## src/rtl/xfer_fsm.sv

```systemverilog
// Register-transfer control FSM for MOV (reg->reg) and MOVI (imm->reg) on the shared bus.
// Optional feature: define XFER_MFC_EN to add the mfc input and stall WRITE until memory completes.

module xfer_fsm_lane #(
  parameter int IDX_W = 2,
  parameter int LANE  = 0
) (
  input  logic             rd_act,
  input  logic             wr_act,
  input  logic [IDX_W-1:0] src_idx,
  input  logic [IDX_W-1:0] dst_idx,
  output logic             rd_en,
  output logic             wr_en
);
  localparam int          LANE_I = LANE;
  localparam logic [IDX_W-1:0] ID = LANE_I[IDX_W-1:0];

  assign rd_en = rd_act && (src_idx == ID);
  assign wr_en = wr_act && (dst_idx == ID);
endmodule

module xfer_fsm #(
  parameter int                NUM_REGS   = 4,
  parameter int                ARG_W      = 6,
  parameter int                FSM_W      = 7,
  parameter logic [FSM_W-1:0]  MY_CODE    = 7'b0010000,
  parameter int                ID_W       = 3,
  parameter logic [ID_W-1:0]   IMM_SRC_ID = 3'b010,
  parameter logic [ID_W-1:0]   REG_SRC_ID = 3'b001,
  parameter int                WR_CYCLES  = 1
) (
  input  logic                clk,
  input  logic                rst,
  input  logic [FSM_W-1:0]    nextFSM,
  input  logic                isImm,
  input  logic [ARG_W-1:0]    para1,
  input  logic [ARG_W-1:0]    para2,
`ifdef XFER_MFC_EN
  input  logic                mfc,
`endif
  output logic [ID_W-1:0]     busSrcID,
  output logic [NUM_REGS-1:0] rdEn,
  output logic [NUM_REGS-1:0] wEn,
  output logic                done,
  output logic                err,
  output logic                busy
);
  localparam int IDX_W = $clog2(NUM_REGS);
  localparam int CNT_W = 4;

  localparam logic [2:0] S_IDLE  = 3'd0;
  localparam logic [2:0] S_SEL   = 3'd1;
  localparam logic [2:0] S_WRITE = 3'd2;
  localparam logic [2:0] S_HOLD  = 3'd3;
  localparam logic [2:0] S_DONE  = 3'd4;

  logic [2:0]       state_q, state_d;
  logic [CNT_W-1:0] cnt_q, cnt_d;
  logic             imm_q, imm_d;
  logic [ARG_W-1:0] p1_q, p1_d;
  logic [ARG_W-1:0] p2_q, p2_d;
  logic             err_q, err_d;

  logic start, src_ok, dst_ok, range_ok, mfc_ok, drive, rd_act, wr_act;

  assign start = (nextFSM == MY_CODE);

  // Range check uses the full operand width; only the low IDX_W bits pick the lane.
  assign src_ok   = (32'(p1_q) < 32'(NUM_REGS));
  assign dst_ok   = (32'(p2_q) < 32'(NUM_REGS));
  assign range_ok = dst_ok && (imm_q || src_ok);

`ifdef XFER_MFC_EN
  assign mfc_ok = mfc;
`else
  assign mfc_ok = 1'b1;
`endif

  always_comb begin
    state_d = state_q;
    cnt_d   = cnt_q;
    imm_d   = imm_q;
    p1_d    = p1_q;
    p2_d    = p2_q;
    err_d   = err_q;
    if (start) begin
      imm_d   = isImm;
      p1_d    = para1;
      p2_d    = para2;
      err_d   = 1'b0;
      state_d = S_SEL;
    end else begin
      case (state_q)
        S_IDLE: state_d = S_IDLE;
        S_SEL: begin
          if (!range_ok) begin
            state_d = S_DONE;
            err_d   = 1'b1;
          end else begin
            state_d = S_WRITE;
            cnt_d   = CNT_W'(WR_CYCLES - 1);
          end
        end
        S_WRITE: begin
          // Counter parks at zero while waiting for mfc; an early mfc is not remembered.
          if (cnt_q == '0) begin
            if (mfc_ok) state_d = S_HOLD;
          end else begin
            cnt_d = cnt_q - CNT_W'(1);
          end
        end
        S_HOLD:  state_d = S_DONE;
        S_DONE:  state_d = S_IDLE;
        default: state_d = S_IDLE;
      endcase
    end
  end

  always_ff @(posedge clk or posedge rst) begin
    if (rst) begin
      state_q <= S_IDLE;
      cnt_q   <= '0;
      imm_q   <= 1'b0;
      p1_q    <= '0;
      p2_q    <= '0;
      err_q   <= 1'b0;
    end else begin
      state_q <= state_d;
      cnt_q   <= cnt_d;
      imm_q   <= imm_d;
      p1_q    <= p1_d;
      p2_q    <= p2_d;
      err_q   <= err_d;
    end
  end

  assign drive  = (state_q == S_SEL) || (state_q == S_WRITE) || (state_q == S_HOLD);
  assign rd_act = drive && !imm_q && src_ok;
  assign wr_act = (state_q == S_WRITE);

  assign busSrcID = drive ? (imm_q ? IMM_SRC_ID : REG_SRC_ID) : '0;
  assign done     = (state_q == S_DONE);
  assign err      = err_q;
  assign busy     = (state_q != S_IDLE);

  for (genvar g = 0; g < NUM_REGS; g++) begin : g_lane
    xfer_fsm_lane #(.IDX_W(IDX_W), .LANE(g)) u_lane (
      .rd_act (rd_act),
      .wr_act (wr_act),
      .src_idx(p1_q[IDX_W-1:0]),
      .dst_idx(p2_q[IDX_W-1:0]),
      .rd_en  (rdEn[g]),
      .wr_en  (wEn[g])
    );
  end
endmodule

```

## config.mk

```make
export PLATFORM = sky130hd
export DESIGN_NAME = xfer_fsm
export DESIGN_NICKNAME = d
export VERILOG_FILES = /design/src/rtl/xfer_fsm.sv
export SDC_FILE = /design/constraint.sdc
export NUM_CORES = 1
export LEC_CHECK = 0
export BUFFER_PORTS_ARGS = -buffer_cell sky130_fd_sc_hd__clkbuf_2
export CAP_MARGIN = 20
export CELL_PAD_IN_SITES_DETAIL_PLACEMENT = 1
export CELL_PAD_IN_SITES_GLOBAL_PLACEMENT = 1
export CORE_AREA = 3 3 46 78
export DETAILED_ROUTE_END_ITERATION = 12
export DIE_AREA = 0 0 49 81
export PLACE_DENSITY_LB_ADDON = 0.2
export SYNTH_ARGS = -nofsm -noshare
export SYNTH_HDL_FRONTEND = slang
export SYNTH_SLANG_ARGS = --single-unit
```

## constraint.sdc

```tcl
create_clock -name clk -period 3.6 [get_ports clk]
set_clock_uncertainty 0.1 [all_clocks]
set_input_delay 0.36 -clock clk [delete_from_list [all_inputs] [get_ports clk]]
set_output_delay 0.36 -clock clk [all_outputs]
set_load 0.02 [all_outputs]
```

==> results.md, run 1 <==
Yosys:
- The most frequently used cell type in the post-synthesis netlist is sky130_fd_sc_hd__nand2_1.
- After synthesis, the share of flip-flops with an asynchronous set or reset is 100.0%.
- Sorting the synthesized cells by area gives the leading types as sky130_fd_sc_hd__dfrtp_1, sky130_fd_sc_hd__nand2_1, sky130_fd_sc_hd__buf_4.
- Ranked by instance count, the synthesized netlist is headed by sky130_fd_sc_hd__nand2_1, sky130_fd_sc_hd__dfrtp_1, sky130_fd_sc_hd__buf_4.
- The multiplexer fraction of the synthesized cell area is 1.267%.
- After synthesis, the largest area contributor takes up 44.35% of total cell area.
- The mean cell area of the mapped netlist is 9.045 µm².
- The number of distinct standard cells referenced by the synthesized netlist is 33.
- Summing the areas of all xor and xnor instances in the mapped netlist gives 0% of the synthesized area.
- The largest area contributor in the netlist is sky130_fd_sc_hd__dfrtp_1.
- The cell area after synthesis is 0.001185 mm².
- After synthesis, the largest family of logic cells by area is simple AND/OR/NAND/NOR gates.
- Yosys mapped a number of flops with a built-in enable equal to 0.
- Sequential cells were found to cover 44.35% of the synthesized design area.
- The share of the synthesized area in compound gates (AO/OA/AOI/OAI) is 11.19%.
- The dominant synthesized flop cell is sky130_fd_sc_hd__dfrtp_1.
- The synthesized netlist net count is 155.
- Of the total synthesized cell area, the portion taken by AND, OR, NAND and NOR gates is 32.10%.
- The total of warnings raised by yosys is 0.
- The post-synthesis register bit count is 21.
- In the synthesized netlist, the number of instances is 131.
- The post-synthesis share of cell area spent on full adders, half adders and majority gates is 2.112%.

STA:
- Static timing analysis puts the maximum clock frequency at 426.4 MHz.
- The final max-slew violation count is 0.
- Setup repair after global routing left no endpoint under its margin.
- The worst slew slack as a fraction of its limit is 44.58%.
- Counting I/O delays and the setup requirement, the final critical path takes 2.345 ns.
- The measured slew at the worst slew-check pin is 0.8304 ns.
- For the final routed database, the setup TNS stands at 0 ns.
- The total of endpoints with negative setup slack in the final report is 0.
- The final number of hold-violating endpoints is 0.
- Dividing the final minimum period by the clock period gives 65.15%.

Final layout:
- The number of antenna diodes is 0.
- The count of nets after finishing is 182.
- At the end of the flow the core is filled with cells to 45.24%.
- The relative area change from synthesis to final layout is 15.52%.
- The fraction of final layout cells with drive strength greater than 1 is 29.30%.

Pwr:
- The share of total power dissipated in the clock network is 18.6%.
- The net switching power is 0.3443 mW.
- The sequential fraction of design power is 40.5%.
- Combinational logic is responsible for 41.0% of the overall power.
- For this design the ratio of total power to cell area is 636.4 mW/mm².
- The leakage power total is 0.7136 nW.
- Overall power consumption after layout is estimated at 0.8710 mW.
- The internal power summed over all cells is 0.5267 mW.
- In this run switching power makes up 39.53% of total power.
- Across the VDD grid, the largest voltage drop is 0.3177 mV.

Placed design:
- The placed wire-length estimate is 2.103 mm.
- Input and output buffers added on the ports amount to 34.
- At the end of routability-driven placement, the weighted congestion stood at 0.7614.

Global route:
- Global routing finished with a remaining overflow of 0.
- The number of global-route vias before repair is 977.
- The total track usage is 15.20%.
- The number of antenna violations at the first check in global routing is 0.
- Entering global routing, the biggest net connects 22 pins.
- The first-pass GRT wire length is 4.505 mm.

Clock tree:
- Once the clock tree was built, the setup fixing pass inserted 0 buffers.
- TritonCTS built the clock tree.
- The maximum buffer depth of the clock tree is 2.
- For this design, the sink count on the clock tree is 21.
- CTS built an H-tree with a depth of 1.
- For this design, the CTS-stage hold fixing added 0 buffers.
- The clock edge transition at the registers on the reported setup and hold paths is 0.08 ns.
- Once the clock tree was built, the resizer swapped 0 gates to a different size.
- The buffer type at the clock tree root is sky130_fd_sc_hd__clkbuf_8.
- The number of buffers added by the clock tree synthesis step is 3.
- The clock latency of the later-clocked register in the worst-skew pair is 0.27 ns.

Min path:
- The path class of the tightest hold or removal check is input port to asynchronous set/reset pin.

Worst setup path:
- The worst register-to-register path begins at cnt_q[0].
- In this run the critical register-to-register path is captured at cnt_q[1].
- The critical path launch point type is a flop.
- The worst path arrival time is 1.89 ns.
- The critical path class is flop to output port.
- The worst setup path is captured at an output port.
- The length in cells of the worst reg-to-reg path is 6.
- Data on the critical path is required at its endpoint by 3.14 ns.
- The register-to-register setup slack is 1.58 ns.
- Along the worst path, the maximum fanout reaches 3.

Floorplan:
- The area inside the core boundary is 0.003025 mm².
- The area enclosed by the die boundary is 0.003969 mm².
- The floorplan die width is 49 µm.
- The die is 81 µm tall.
- The number of top-level design ports is 36.
- The floorplan row count is 26.
- The initial core utilization is 39.16%.

Routing:
- The remaining routing DRC violations is 0.
- Dividing the detail-routed wire length by the instance count gives 13.72 µm.
- The total via count after detailed routing is 958.
- After detailed routing, the total wire length is 2.730 mm.
- Once detail routing completed, the nets flagged for antenna violations numbered 0.
- The average vias per placed instance is 4.814.
- For this run, the detailed router's first-pass iteration total came to 2.
- After the first detailed-routing iteration, the DRC count stood at 21.

Run:
- The tool flagged a number of max-cap violations equal to 0.

Run status:
- The run finished with clean final reports.
## worst max-delay path by stage
stage,startpoint,endpoint,cells after the start
5_1_grt,p1_q[2],rdEn[0],5
6_report,p1_q[2],rdEn[0],5
2_1_floorplan,cnt_q[0],cnt_q[1],6
4_1_cts,p1_q[2],rdEn[0],5
3_3_place_gp,p1_q[2],rdEn[0],5
3_5_place_dp,nextFSM[2],cnt_q[1],5
## power groups by stage
stage	logic, mW	registers, mW	clock network [mW]
2_1_floorplan	0.285	0.347	0
3_3_place_gp	0.350	0.355	0
3_5_place_dp	0.361	0.359	0
4_1_cts	0.365	0.354	0.168
5_1_grt	0.398	0.364	0.179
6_report	0.357	0.352	0.162
## stage by stage
step	setup WS, ns	instances	cell area, µm²	hold slack, ns
6_report	1.255	199	1369	0.1262
5_1_grt	1.148	199	1369	0.1783
4_1_cts	1.206	199	1369	0.1538
3_5_place_dp	1.501	195	1324	0.3936
3_3_place_gp	1.556	195	1324	0.4034
2_1_floorplan	1.729	131	1185	0.2365
## registers in the layout, indices dropped and copies added, names as in the netlist
name	flops
err	1
state_q	3
imm_q	1
p1_q	6
p2_q	6
cnt_q	4
## area by class of cell
class / instances / area (µm²)
Sequential cell: 21 / 525.5
Timing Repair Buffer: 34 / 170.2
Inverter: 5 / 18.77
Fill cell: 389 / 1657
Clock buffer: 4 / 45.04
Tap cell: 42 / 52.55
Multi-Input combinational cell: 93 / 556.8
## worst max-delay path: stages (launching register included)
cell and delay [ns]:
sky130_fd_sc_hd__dfrtp_1 0.42, sky130_fd_sc_hd__nor4_4 0.37, sky130_fd_sc_hd__nor4b_2 0.34, sky130_fd_sc_hd__nor2b_1 0.19, sky130_fd_sc_hd__nor2b_1 0.13, sky130_fd_sc_hd__clkbuf_2 0.17
## cell usage in the layout (no fill, tap or decap), drive strengths merged, types with 3 or more instances in the layout
| cell | count |
|---|---|
| and2 | 3 |
| nor3 | 6 |
| a21oi | 4 |
| nand2 | 44 |
| inv | 5 |
| clkbuf | 38 |
| nor2 | 7 |
| a31oi | 3 |
| dfrtp | 21 |
| nor4 | 3 |
## per-layer routing
metal  global-route usage (%)  wire length (µm)
met1                    15.28              1030
met2                    28.34              1529
met3                    2.569               100
met4                    10.26                70
met5                        0                 0
## cell families after synthesis
logic type	count (synthesis)
simple gates	74
flops	21
buf+inv	17
compound gates	15
fa+ha+maj	2
mux	1
other cells	1
(Power assumes the default switching activity.)
==> run 2: changes to the inputs <==
CORE_AREA = 3 3 47 81   (was 3 3 46 78)
DIE_AREA = 0 0 50 84   (was 0 0 49 81)
clock period = 2.45 ns   (was 3.6 ns; I/O delays follow)
==> run 2 against run 1 <==
  * Sequential share of layout area is 0.24 points lower
  * Global-route usage is 0.43 points lower
  * Sequential power is 48% higher
  * Critical path depth stayed put
  * Via count is 0.94% higher
  * Critical endpoint unchanged
  * Largest cell class unchanged
  * Largest power group unchanged
==> results.md, run 2 (synthesized netlist as in run 1, its figures left out) <==
Pwr:
- Across the VDD grid, the largest voltage drop is 0.5220 mV.
- For this design the ratio of total power to cell area is 926.7 mW/mm².
- The leakage power total is 0.7190 nW.

Min path:
- The class of the worst hold path is input port to asynchronous set/reset pin.

Clock tree:
- The maximum buffer depth of the clock tree is 2.
- TritonCTS built the clock tree.
- The maximum level of the CTS H-tree is 1.
- After clock tree synthesis, the repair step resized 0 gates.
- After clock tree synthesis, the flow added hold-fix buffers numbering 0.
- The clock drives 21 sinks.
- Clock tree synthesis selected as its root buffer the cell sky130_fd_sc_hd__clkbuf_8.
- The clock latency of the later-clocked register in the worst-skew pair is 0.25 ns.
- Clock-pin slew was measured on the worst setup and hold paths at 0.08 ns.
- TritonCTS created 3 clock buffers.
- The post-CTS setup buffer count is 0.

Worst setup path:
- The critical path launch point type is a flop.
- In this run the critical register-to-register path is launched from cnt_q[0].
- For the worst setup path, the data arrival time is 1.88 ns.
- The endpoint type of the worst setup path is an output port.
- The worst setup path is of the flop to output port kind.
- Along the worst path, the maximum fanout reaches 3.
- The required time at the endpoint of the critical path is 2.11 ns.
- The launching instance or port of the critical path is p1_q[2].

Final layout:
- In the layout the commonest cells are sky130_fd_sc_hd__nand2_1, sky130_fd_sc_hd__clkbuf_2, sky130_fd_sc_hd__dfrtp_1.
- For this run, the post-layout net count is 183.
- The layout filler cell count is 399.
- Relative to the synthesized area, the layout overhead comes to 16.26%.
- The largest registers in the layout are p1_q: 6 flops, p2_q: 6 flops, cnt_q: 4 flops.
- The number of cells in the finished layout apart from fillers is 201.
- Leaving out fill and tap cells, the most frequent cell in the layout is sky130_fd_sc_hd__nand2_1.
- The fraction of final layout cells with drive strength greater than 1 is 29.75%.
- The number of antenna diodes is 0.

Run status:
- The run finished with clean final reports.

STA:
- The final number of hold-violating endpoints is 0.
- Setup repair after global routing left no endpoint under its margin.
- The measured slew at the worst slew-check pin is 0.8274 ns.
- The upper clock frequency limit is 449.5 MHz.
- The share of the cycle needed by the critical path after routing is 90.81%.
- Headroom to the max-slew limit came out at 44.78%.
- The total of endpoints with negative setup slack in the final report is 0.
- The final period demand of the worst path is 2.225 ns.
- In the final timing run, aggregate negative setup slack is 0 ns.
- The hold slack is 0.03379 ns.
- The final max-slew violation count came to 0.

Floorplan:
- The area inside the core boundary is 0.003209 mm².
- The die is 50 µm wide.
- 36 I/O pins were placed.
- The chip height is 84 µm.
- The floorplan row count is 27.
- The initial core utilization is 36.92%.
- The die covers 0.004200 mm².

Routing:
- The remaining routing DRC violations is 0.
- The routed design has 2.791 mm of wire.
- The number of detailed-route iterations in the first pass is 4.
- The detail route stage leaves a number of antenna-violating nets equal to 0.
- Dividing the detail-routed via count by the number of cells gives 4.811.
- For this block, the via count after detailed routing is 967.
- The violation count after the first detailed-route iteration is 8.
- The per-cell routed wire length is 13.89 µm.

Placed design:
- The total of buffers placed on input and output ports is 34.
- The placed wire-length estimate is 2.185 mm.
- In this run, placement finished with an instance count of 197.
- Routability-driven placement finished with a final weighted congestion of 0.7709.

Global route:
- The number of antenna violations at the first check in global routing was 0.
- In the global route stage, overall resource usage came out at 14.77%.
- The first global-routing pass estimated 4.892 mm of wire.
- The maximum number of pins on one net before global-route repair is 22.
- The global route total overflow is 0.
- The number of global-route vias before repair is 1082.

Run:
- The count of maximum capacitance violations is 0.
[run 2: per-stage QoR]
step,setup slack [ns],util (%),total power [mW],area (µm²)
global route,0.07824,42.92,1.380,1378
CTS,0.1838,42.92,1.294,1378
finish,0.2252,42.92,1.277,1378
global placement,0.5206,41.52,1.034,1333
floorplan,0.5794,-,0.9279,1185
detailed placement,0.4414,41.52,1.060,1333
[run 2: path summary, 6_finish.rpt]
kind,to,slack [ns],depth (start not counted)
worst max-delay path,rdEn[0],0.23,5
worst min-delay path,p1_q[5],0.03,2
worst max register to register,cnt_q[1],0.42,6
worst min register to register,err,0.41,2
max in group asynchronous,state_q[1],1.71,2
min in group clk,p1_q[4],0.08,3
[run 2: power breakdown]
part,internal (mW),switching (mW)
clock,0.116,0.112
combinational,0.233,0.296
sequential,0.425,0.0951
[run 2: layout make-up]
type	count	area, µm²	share of cell area (%)
tap	43	53.80	3.906
inverter	5	18.77	1.362
timing repair buffer	35	177.7	12.90
multi-input combinational	93	556.8	40.42
sequential	21	525.5	38.15
clock buffer	4	45.04	3.270
[run 2: per-layer routing]
layer  track usage [%]  wire length [µm]  up-vias
met3             1.968                67        2
li1                  -                 -      481
met1             17.12              1078      469
met4             4.534                20        0
met2             26.90              1624       15
met5                 0                 0        -
[run 2: critical path, stage by stage, from the launching register on]
cell                       delay (ns)
sky130_fd_sc_hd__dfrtp_1         0.41
sky130_fd_sc_hd__nor4_4          0.35
sky130_fd_sc_hd__nor4b_2         0.34
sky130_fd_sc_hd__nor2b_1         0.20
sky130_fd_sc_hd__nor2b_1         0.15
sky130_fd_sc_hd__clkbuf_2        0.18
==> run 3: changes to the inputs <==
ABC_AREA = 1   (was unset)
CORE_AREA = 3 3 48 83   (was 3 3 47 81)
DIE_AREA = 0 0 51 86   (was 0 0 50 84)
GPL_ROUTABILITY_DRIVEN = 0   (was unset)
==> run 3 against run 2 <==
  * Critical path type unchanged
  * Flip-flop and latch count unchanged
  * Critical path depth stayed put
  * Synthesized cell count increased by 18%
  * Final area decreased by 1.8%
  * Via count grew 4.0%
  * Combinational power decreased by 10%
  * Non-clock buffer count is the same
  * Wire length is 6.6% lower
==> results.md, run 3 <==
Worst setup path:
- The critical path's most frequent cell is sky130_fd_sc_hd__nor2_1.
- The startpoint identified for the worst register-to-register timing path is cnt_q[0].
- In this run the register-to-register setup slack is 1.05 ns.
- The worst path arrival time is 1.53 ns.
- In this run the critical register-to-register path is captured at cnt_q[1].
- For this run, the slowest stage of the critical path takes 0.43 ns.
- The slowest stage of the critical path is the sky130_fd_sc_hd__dfrtp_1 cell.
- The critical path class is flop to output port.
- The endpoint type of the worst setup path is an output port.
- Of all nets on the critical path, the largest fanout is 5.
- The signal on the critical path passes through nor2_1 -> nor4_1 -> nand2_1 -> nor2_1 -> clkbuf_2.
- Data on the critical path is required at its endpoint by 2.11 ns.
- The worst setup path is launched from a flop.
- Counting cells, the worst reg-to-reg path comes to 8.

Final layout:
- Across the whole layout, storage elements account for 525.5 µm².
- The repair_antennas step left the layout with diodes totalling 0.
- The library cell used most frequently in the layout, excluding fill and tap cells, is sky130_fd_sc_hd__nand2_1.
- The multi-input gate area in the final layout is 484.2 µm².
- Leaving out fill and tap cells, the most frequent cells in the layout are sky130_fd_sc_hd__nand2_1, sky130_fd_sc_hd__clkbuf_2, sky130_fd_sc_hd__dfrtp_1.
- Relative to the synthesized area, the layout overhead comes to 16.99%.
- Counting the fill cells in the layout gives 460.
- The largest registers in the layout are p1_q: 6 flops, p2_q: 6 flops, cnt_q: 4 flops.
- The fraction of final layout cells with drive strength greater than 1 is 25.14%.
- The number of cells in the finished layout apart from fillers is 228.
- The count of nets after finishing is 208.

Routing:
- The detailed-routed wire length on met3 is 126 µm.
- The routed design has 2.608 mm of wire.
- The number of detailed-route iterations in the first pass is 3.
- The detail route stage leaves a number of antenna-violating nets equal to 0.
- In the final routing, the length of wire on met1 measures 1.079 mm.
- The average vias per placed instance is 4.412.
- The per-cell routed wire length is 11.44 µm.
- The remaining routing DRC violations is 0.
- Summed over all nets, wire length on met2 after detailed routing comes to 1.366 mm.
- The first routing iteration left 17 violations.
- Summing over every cut layer, the via total after detailed routing is 1006.
- The highest metal layer used by the detailed router is met4.

Clock tree:
- The TritonCTS clock tree is yes.
- The buffer type at the clock tree root is sky130_fd_sc_hd__clkbuf_8.
- In this run the number of H-tree levels came out at 1.
- The clock latency of the later-clocked register in the worst-skew pair is 0.26 ns.
- Post-CTS repair changed the size of 0 cells.
- The number of clock buffers added by TritonCTS is 3.
- The clock drives 21 sinks.
- The maximum buffer depth of the clock tree is 2.
- The post-cts hold buffer count is 0.
- After clock tree synthesis, the setup repair step added 0 buffers.
- The clock edge transition at the registers on the reported setup and hold paths is 0.07 ns.

Floorplan:
- After floorplanning, the core was divided into 28 placement rows.
- The floorplan die width is 51 µm.
- The area inside the core boundary is 0.003398 mm².
- The number of top-level design ports is 36.
- The chip height is 86 µm.
- The initial core utilization is 34.02%.
- The die covers 0.004386 mm².

Yosys:
- The number of distinct standard cells referenced by the synthesized netlist is 20.
- Summed over all instances, the cell type with the most area after synthesis is sky130_fd_sc_hd__dfrtp_1.
- The number of enable-type register cells in the synthesized netlist is 0.
- After synthesis, the cell types taking the most area are sky130_fd_sc_hd__dfrtp_1, sky130_fd_sc_hd__nand2_1, sky130_fd_sc_hd__buf_4.
- The fraction of synthesized cell area taken by the top area cell type is 45.45%.
- The dominant synthesized flop cell is sky130_fd_sc_hd__dfrtp_1.
- When the netlist entered floorplanning its net count stood at 179.
- The total of warnings raised by yosys is 0.
- The cell area after synthesis is 0.001156 mm².
- Of the synthesized area, sequential elements account for 45.45%.
- The share of async-settable or async-resettable flops after synthesis is 100.0%.
- The post-synthesis register bit count is 21.
- In the synthesized netlist, the number of instances is 155.
- By count the netlist is led by sky130_fd_sc_hd__nand2_1, sky130_fd_sc_hd__dfrtp_1, sky130_fd_sc_hd__nor2_1.
- The most frequently used cell type in the post-synthesis netlist is sky130_fd_sc_hd__nand2_1.
- Each instance of the synthesized netlist takes up on average 7.459 µm².

Global route:
- The number of antenna violations at the first check in global routing is 0.
- Summed over all layers, the global routing overflow is 0.
- The maximum number of pins on one net before global-route repair is 22.
- The number of global-route vias before repair was 1045.
- The first-pass GRT wire length is 4.567 mm.
- The total track usage is 13.42%.

STA:
- The hold slack is 0.02549 ns.
- The total of endpoints with negative setup slack in the final report is 0.
- Setup repair after global routing left no endpoint under its margin.
- Subtracting the final worst setup slack from the clock period gives 1.879 ns.
- The worst pin sits at a relative slew slack of 43.97%.
- The final number of hold-violating endpoints was 0.
- At the pin with the least slew margin, the transition time is 0.8395 ns.
- The final max-slew violation count came to 0.
- The upper clock frequency limit is 532.1 MHz.
- The share of the cycle needed by the critical path after routing is 76.71%.
- For the final routed database, the setup TNS stands at 0 ns.

Placed design:
- Detailed placement finished with a half-perimeter wire length of 2.094 mm.
- Once placement completed, the tool counted placed cells totaling 224.
- Port buffering added 34 buffers.

Min path:
- The tightest min-delay check is of the input port to asynchronous set/reset pin type.

Run:
- Across the run, the number of max-cap violations was 0.

Pwr:
- The total power of the final layout is 1.185 mW.
- The maximum VDD drop is 0.3490 mV.
- Dividing total power by cell area gives a power density of 876.3 mW/mm².
- The leakage power total is 0.7555 nW.

Run status:
- The run finished with clean final reports.
run 3: changes by cell type in the layout (fill, tap and decap cells not counted), moves of 3 or more:
cell,change
sky130_fd_sc_hd__nor2_1,+12
sky130_fd_sc_hd__nand2_1,+10
sky130_fd_sc_hd__inv_1,+9
sky130_fd_sc_hd__nand3_1,+6
sky130_fd_sc_hd__o21ai_0,+4
sky130_fd_sc_hd__a31oi_1,-3
sky130_fd_sc_hd__inv_2,+3
run 3: worst max-delay path, delay by kind of cell (launching register included):
family / cells / cell delay, ns
flip-flops: 1 / 0.43
AND/OR/NAND/NOR: 4 / 0.67
buffers and inverters: 1 / 0.17
run 3: worst max-delay path by stage:
stage               cells after the start        from      end
floorplan                               5  state_q[1]  rdEn[0]
global placement                        5  state_q[1]  rdEn[2]
detailed placement                      5  state_q[1]  rdEn[0]
CTS                                     5  state_q[1]  rdEn[2]
global route                            5  state_q[1]  rdEn[3]
finish                                  5  state_q[1]  rdEn[0]
run 3: final cells by class:
| type | count | area share, % |
|---|---|---|
| Sequential cell | 21 | 38.85 |
| Timing Repair Buffer | 35 | 13.14 |
| Multi-Input combinational cell | 106 | 35.80 |
| Tap cell | 45 | 4.163 |
| Clock buffer | 4 | 3.330 |
| Inverter | 17 | 4.718 |
run 3: through the flow:
step | setup WS (ns) | area, µm² | utilization (%)
finish | 0.5705 | 1353 | 39.80
global route | 0.4046 | 1353 | 39.80
CTS | 0.5462 | 1353 | 39.80
detailed placement | 0.8435 | 1308 | 38.48
global placement | 0.9327 | 1308 | 38.48
floorplan | 1.029 | 1156 | -
run 3: power breakdown:
group	internal, mW	switching (mW)	total, mW	leakage, nW
clock	0.116	0.114	0.229	0.0228
combinational	0.168	0.308	0.476	0.470
sequential	0.420	0.0596	0.480	0.263
total	0.704	0.481	1.19	0.755
run 3: routing by layer:
metal | vias to the layer above | global-route usage [%]
met5 | - | 0
met4 | 0 | 5.147
met3 | 4 | 2.609
met2 | 26 | 24.09
met1 | 455 | 15.12
li1 | 521 | -
run 3: cells by family after synthesis:
| logic type | Yosys count | share of synthesized area (%) |
|---|---|---|
| XOR/XNOR | 1 | 0.7577 |
| AND/OR/NAND/NOR | 92 | 33.33 |
| AO/OA/AOI/OAI | 10 | 5.303 |
| buffers and inverters | 28 | 12.66 |
| flip-flops | 21 | 45.45 |
| adder cells (fa/ha/maj) | 2 | 2.164 |
| other | 1 | 0.3244 |
